$ cat src/rtl/dest_reg_scoreboard.sv
// Tracks decode's destination-register write through the EX/MEM/WB slots.
// Produces pending-write masks, the WB register-file write enable and the RAW stall request.
module dest_reg_scoreboard #(
  parameter int REG_W     = 3,
  parameter int WB_BYPASS = 1,
  localparam int NUM_REGS = 2 ** REG_W
) (
  input  logic                clk,
  input  logic                rst_n,
  input  logic                id_wr_en,
  input  logic [REG_W-1:0]    id_dst_reg,
  input  logic [REG_W-1:0]    id_src1,
  input  logic                id_src1_use,
  input  logic [REG_W-1:0]    id_src2,
  input  logic                id_src2_use,
  input  logic                stall,
  input  logic                flush,
  output logic                ex_valid,
  output logic                mem_valid,
  output logic                wb_valid,
  output logic [REG_W-1:0]    ex_dst,
  output logic [REG_W-1:0]    mem_dst,
  output logic [REG_W-1:0]    wb_dst,
  output logic [NUM_REGS-1:0] pending,
  output logic [NUM_REGS-1:0] wb_we,
  output logic                hazard
);

  logic             ex_valid_q, ex_valid_d;
  logic             mem_valid_q, mem_valid_d;
  logic             wb_valid_q, wb_valid_d;
  logic [REG_W-1:0] ex_dst_q, ex_dst_d;
  logic [REG_W-1:0] mem_dst_q, mem_dst_d;
  logic [REG_W-1:0] wb_dst_q, wb_dst_d;

  // Flush squashes both the decode entry and the one already in EX.
  always_comb begin
    ex_valid_d  = id_wr_en & ~stall & ~flush;
    ex_dst_d    = id_dst_reg;
    mem_valid_d = ex_valid_q & ~flush;
    mem_dst_d   = ex_dst_q;
    wb_valid_d  = mem_valid_q;
    wb_dst_d    = mem_dst_q;
  end

  always_ff @(posedge clk) begin
    if (!rst_n) begin
      ex_valid_q  <= 1'b0;
      mem_valid_q <= 1'b0;
      wb_valid_q  <= 1'b0;
      ex_dst_q    <= '0;
      mem_dst_q   <= '0;
      wb_dst_q    <= '0;
    end else begin
      ex_valid_q  <= ex_valid_d;
      mem_valid_q <= mem_valid_d;
      wb_valid_q  <= wb_valid_d;
      ex_dst_q    <= ex_dst_d;
      mem_dst_q   <= mem_dst_d;
      wb_dst_q    <= wb_dst_d;
    end
  end

  logic [NUM_REGS-1:0] ex_hit, mem_hit, wb_hit;

  generate
    for (genvar gi = 0; gi < NUM_REGS; gi++) begin : g_dec
      assign ex_hit[gi]  = ex_valid_q  && (ex_dst_q  == REG_W'(gi));
      assign mem_hit[gi] = mem_valid_q && (mem_dst_q == REG_W'(gi));
      assign wb_hit[gi]  = wb_valid_q  && (wb_dst_q  == REG_W'(gi));
    end
  endgenerate

  // With a write-before-read register file the WB slot never needs a stall.
  logic [NUM_REGS-1:0] haz_mask;
  assign haz_mask = ex_hit | mem_hit | ((WB_BYPASS != 0) ? '0 : wb_hit);

  assign pending   = ex_hit | mem_hit | wb_hit;
  assign wb_we     = wb_hit;
  assign hazard    = (id_src1_use & haz_mask[id_src1]) | (id_src2_use & haz_mask[id_src2]);
  assign ex_valid  = ex_valid_q;
  assign mem_valid = mem_valid_q;
  assign wb_valid  = wb_valid_q;
  assign ex_dst    = ex_dst_q;
  assign mem_dst   = mem_dst_q;
  assign wb_dst    = wb_dst_q;

endmodule

$ cat config.mk
export PLATFORM = sky130hd
export DESIGN_NAME = dest_reg_scoreboard
export DESIGN_NICKNAME = d
export VERILOG_FILES = /design/src/rtl/dest_reg_scoreboard.sv
export SDC_FILE = /design/constraint.sdc
export NUM_CORES = 1
export LEC_CHECK = 0
export ABC_AREA = 0
export CAP_MARGIN = 20
export CORE_MARGIN = 10
export CORE_UTILIZATION = 39
export DETAILED_ROUTE_END_ITERATION = 8
export PLACE_DENSITY = 0.83
export SLEW_MARGIN = 0
export SYNTH_ARGS = -nofsm -noshare
export SYNTH_HDL_FRONTEND = slang
export SYNTH_SLANG_ARGS = --single-unit
$ cat constraint.sdc
create_clock -name clk -period 2.9 [get_ports clk]
set_input_delay 0.29 -clock clk [delete_from_list [all_inputs] [get_ports clk]]
set_output_delay 0.29 -clock clk [all_outputs]
set_load 0.005 [all_outputs]
==> impl_metrics.env <==
export IMPL_slowest_delay_ns=0.50
export IMPL_synth_common_cells="dfxtp_1, and2_1, nor2_1"
export IMPL_critPathSlowestCell="clkdlybuf4s50_1"
export IMPL_yosysTopAreaCell="dfxtp_1"
export IMPL_worstSetupPathType="reg -> out"
export IMPL_start_util_pct=42.4
export IMPL_internal_power_w=0.000291
export IMPL_post_cts_buffers=0
export IMPL_cts_sinks=12
export IMPL_start_kind="flop"
export IMPL_drc=0
export IMPL_status="complete, no violations"
export IMPL_cts_max_level=1
export IMPL_setup_viol=0
export IMPL_drt_iter0_drc=34
export IMPL_timing_hold_ws_ns=0.536
export IMPL_grt_pass1_vias=763
export IMPL_area_delta_synth_final_pct=66.7
export IMPL_power_frac_seq_pct=48.0
export IMPL_vias_per_cell=5.40
export IMPL_grt_max_degree=13
export IMPL_cap_violations=0
export IMPL_finClkSkew_ns=0.00296
export IMPL_async_flop_share_pct=0
export IMPL_worstPathRequired_ns=2.61
export IMPL_cts_root_buffer="clkbuf_4"
export IMPL_synth_most_common_cell="dfxtp_1"
export IMPL_utilization_pct=70.7
export IMPL_p_switching_w=0.0000836
export IMPL_grt_ovfl_total=0
export IMPL_synth_nets=111
export IMPL_fin_crit_sh_pct=87.7
export IMPL_seqCellArea_um2=240
export IMPL_power_density_mw_per_mm2=297
export IMPL_clk_latency_ns=0.27
export IMPL_cpLargestDelayFamily="compound AO/OA/AOI/OAI gates"
export IMPL_ys_ff_latch=12
export IMPL_hpwl_um=2070
export IMPL_antenna_found_initial=0
export IMPL_p_clk_share_pct=34.2
export IMPL_vias=901
export IMPL_hold_viol_final=0
export IMPL_cts_resized=0
export IMPL_min_period_ns=2.54
export IMPL_rows=15
export IMPL_firstDrtPassIters=4
export IMPL_yosys_warnings=0
export IMPL_path_clk_slew_ns=0.07
export IMPL_antenna_cells=0
export IMPL_worstPathArrival_ns=2.25
export IMPL_die_w_um=64.0
export IMPL_routedWlPerCell_um=14.9
export IMPL_path_cells="nor4bb_1 > a31oi_1 > a221oi_1 > a22oi_1 > nand4_1 > clkdlybuf4s50_1"
export IMPL_synth_avg_cell_area_um2=7.96
export IMPL_relSlewSlack_pct=67.7
export IMPL_finalMaxSlewViolations=0
export IMPL_n_fill_cell=156
export IMPL_portBuffers=44
export IMPL_drive_gt1_share_pct=4.23
export IMPL_power_frac_comb_pct=17.7
export IMPL_cts_buffers_inserted=3
export IMPL_end_kind="output port"
export IMPL_max_vdd_ir_drop_v=0.000268
export IMPL_worst_path_buf_inv=1
export IMPL_max_freq_mhz=393
export IMPL_swShare_pct=22.3
export IMPL_core_area_mm2=0.00178
export IMPL_postCtsHoldBufs=0
export IMPL_setup_tns_ns=0
export IMPL_die_h_um=64.0
export IMPL_min_path_type="reg -> reg"
export IMPL_wl_um=2490
export IMPL_rsz0062_at_grt="no"
export IMPL_die_area_mm2=0.00410
export IMPL_io_pins=45
export IMPL_crit_fanout=9
export IMPL_multiInputGateArea_um2=500
export IMPL_grt_usage_pct=11.4
export IMPL_yosysTopAreaCellShare_pct=31.8
export IMPL_leakage_nw=0.457
export IMPL_synth_cell_types=33
export IMPL_synth_ff_type="dfxtp_1"
export IMPL_place_gp_congestion=0.771
export IMPL_synthCells=95
export IMPL_worst_slew_pin_transition_ns=0.478
export IMPL_cts_max_path_buffers=2
export IMPL_synth_area_um2=756
export IMPL_grt_pass1_wl_um=3820
export IMPL_layout_nets=159
export IMPL_synth_edf_count=0
export IMPL_synthTopCellsByArea="dfxtp_1, and2_1, nand2b_1"
export IMPL_ant_nets=0
export IMPL_yosysSeqAreaShare_pct=31.8
export IMPL_tritoncts="built"
flip-flops by register name, indices dropped and copies added, names as in the netlist:
| signal | flops |
|---|---|
| wb_valid | 1 |
| wb_dst | 3 |
| ex_valid | 1 |
| mem_valid | 1 |
| mem_dst | 3 |
| ex_dst | 3 |
stage by stage:
step	worst slack (ns)	instances	total power, W	instance area [um^2]
finish	0.356	167	0.000375	1260
global route	0.197	167	0.000395	1260
CTS	0.341	167	0.000378	1260
detailed placement	0.625	163	0.000250	1220
global placement	0.677	163	0.000248	1220
floorplan	1.33	95	0.000204	756
layout by cell type (no fill, tap or decap), types with 2 or more instances in the layout:
| master | synthesis | final |
|---|---|---|
| a221oi_1 | 2 | 2 |
| a31oi_1 | 2 | 2 |
| o31a_1 | 2 | 2 |
| nor2_1 | 10 | 10 |
| nand3_1 | 2 | 2 |
| nor3b_1 | 2 | 2 |
| o21ai_0 | 6 | 6 |
| dfxtp_1 | 12 | 12 |
| o32ai_1 | 2 | 2 |
| nor4bb_1 | 3 | 3 |
| nand2_1 | 5 | 5 |
| clkdlybuf4s50_1 | 0 | 44 |
| clkbuf_4 | 0 | 3 |
| and4b_1 | 2 | 2 |
| or3_1 | 2 | 2 |
| nand4_1 | 2 | 2 |
| nor3_1 | 4 | 4 |
| nand2b_1 | 7 | 7 |
| nor2b_1 | 3 | 3 |
| and2_1 | 10 | 10 |
| or2_1 | 2 | 2 |
| inv_2 | 2 | 2 |
logic make-up (layout without fill, tap and decap cells):
kind of cell,after synthesis,count (layout),synth area share (%)
AND/OR/NAND/NOR,59,59,47.7
AO/OA/AOI/OAI,20,20,18.5
flip-flops,12,12,31.8
buffers and inverters,4,51,1.99
power by group through the flow:
stage	clock (W)	sequential, W	combinational (W)
2_1_floorplan	0	0.000182	0.0000223
3_3_place_gp	0	0.000183	0.0000652
3_5_place_dp	0	0.000184	0.0000668
4_1_cts	0.000131	0.000180	0.0000672
5_1_grt	0.000142	0.000182	0.0000720
6_report	0.000128	0.000180	0.0000665
path summary, 6_finish.rpt:
path | from | end | slack (ns) | cells after the start
setup / recovery | ex_valid | hazard | 0.36 | 6
hold / removal | mem_dst[2] | wb_dst[2] | 0.54 | 1
setup reg to reg | ex_dst[1] | mem_dst[1] | 2.19 | 1
hold reg to reg | mem_dst[2] | wb_dst[2] | 0.54 | 1
metal layers:
layer	share of wire [%]	vias up	wire, um	track usage (%)
met5	0	-	0	0
met4	0	0	0	0.820
met3	11	0	285	6.79
met2	44	51	1100	16.8
met1	44	406	1100	14.3
li1	-	444	-	-
final cells by class:
class	count	share of cell area, %
timing repair buffer	44	35.0
sequential	12	19.1
multi-input combinational	79	39.7
clock buffer	4	2.88
inverter	3	0.894
tap	25	2.48
Note: power is estimated with default switching activity, not from simulation.
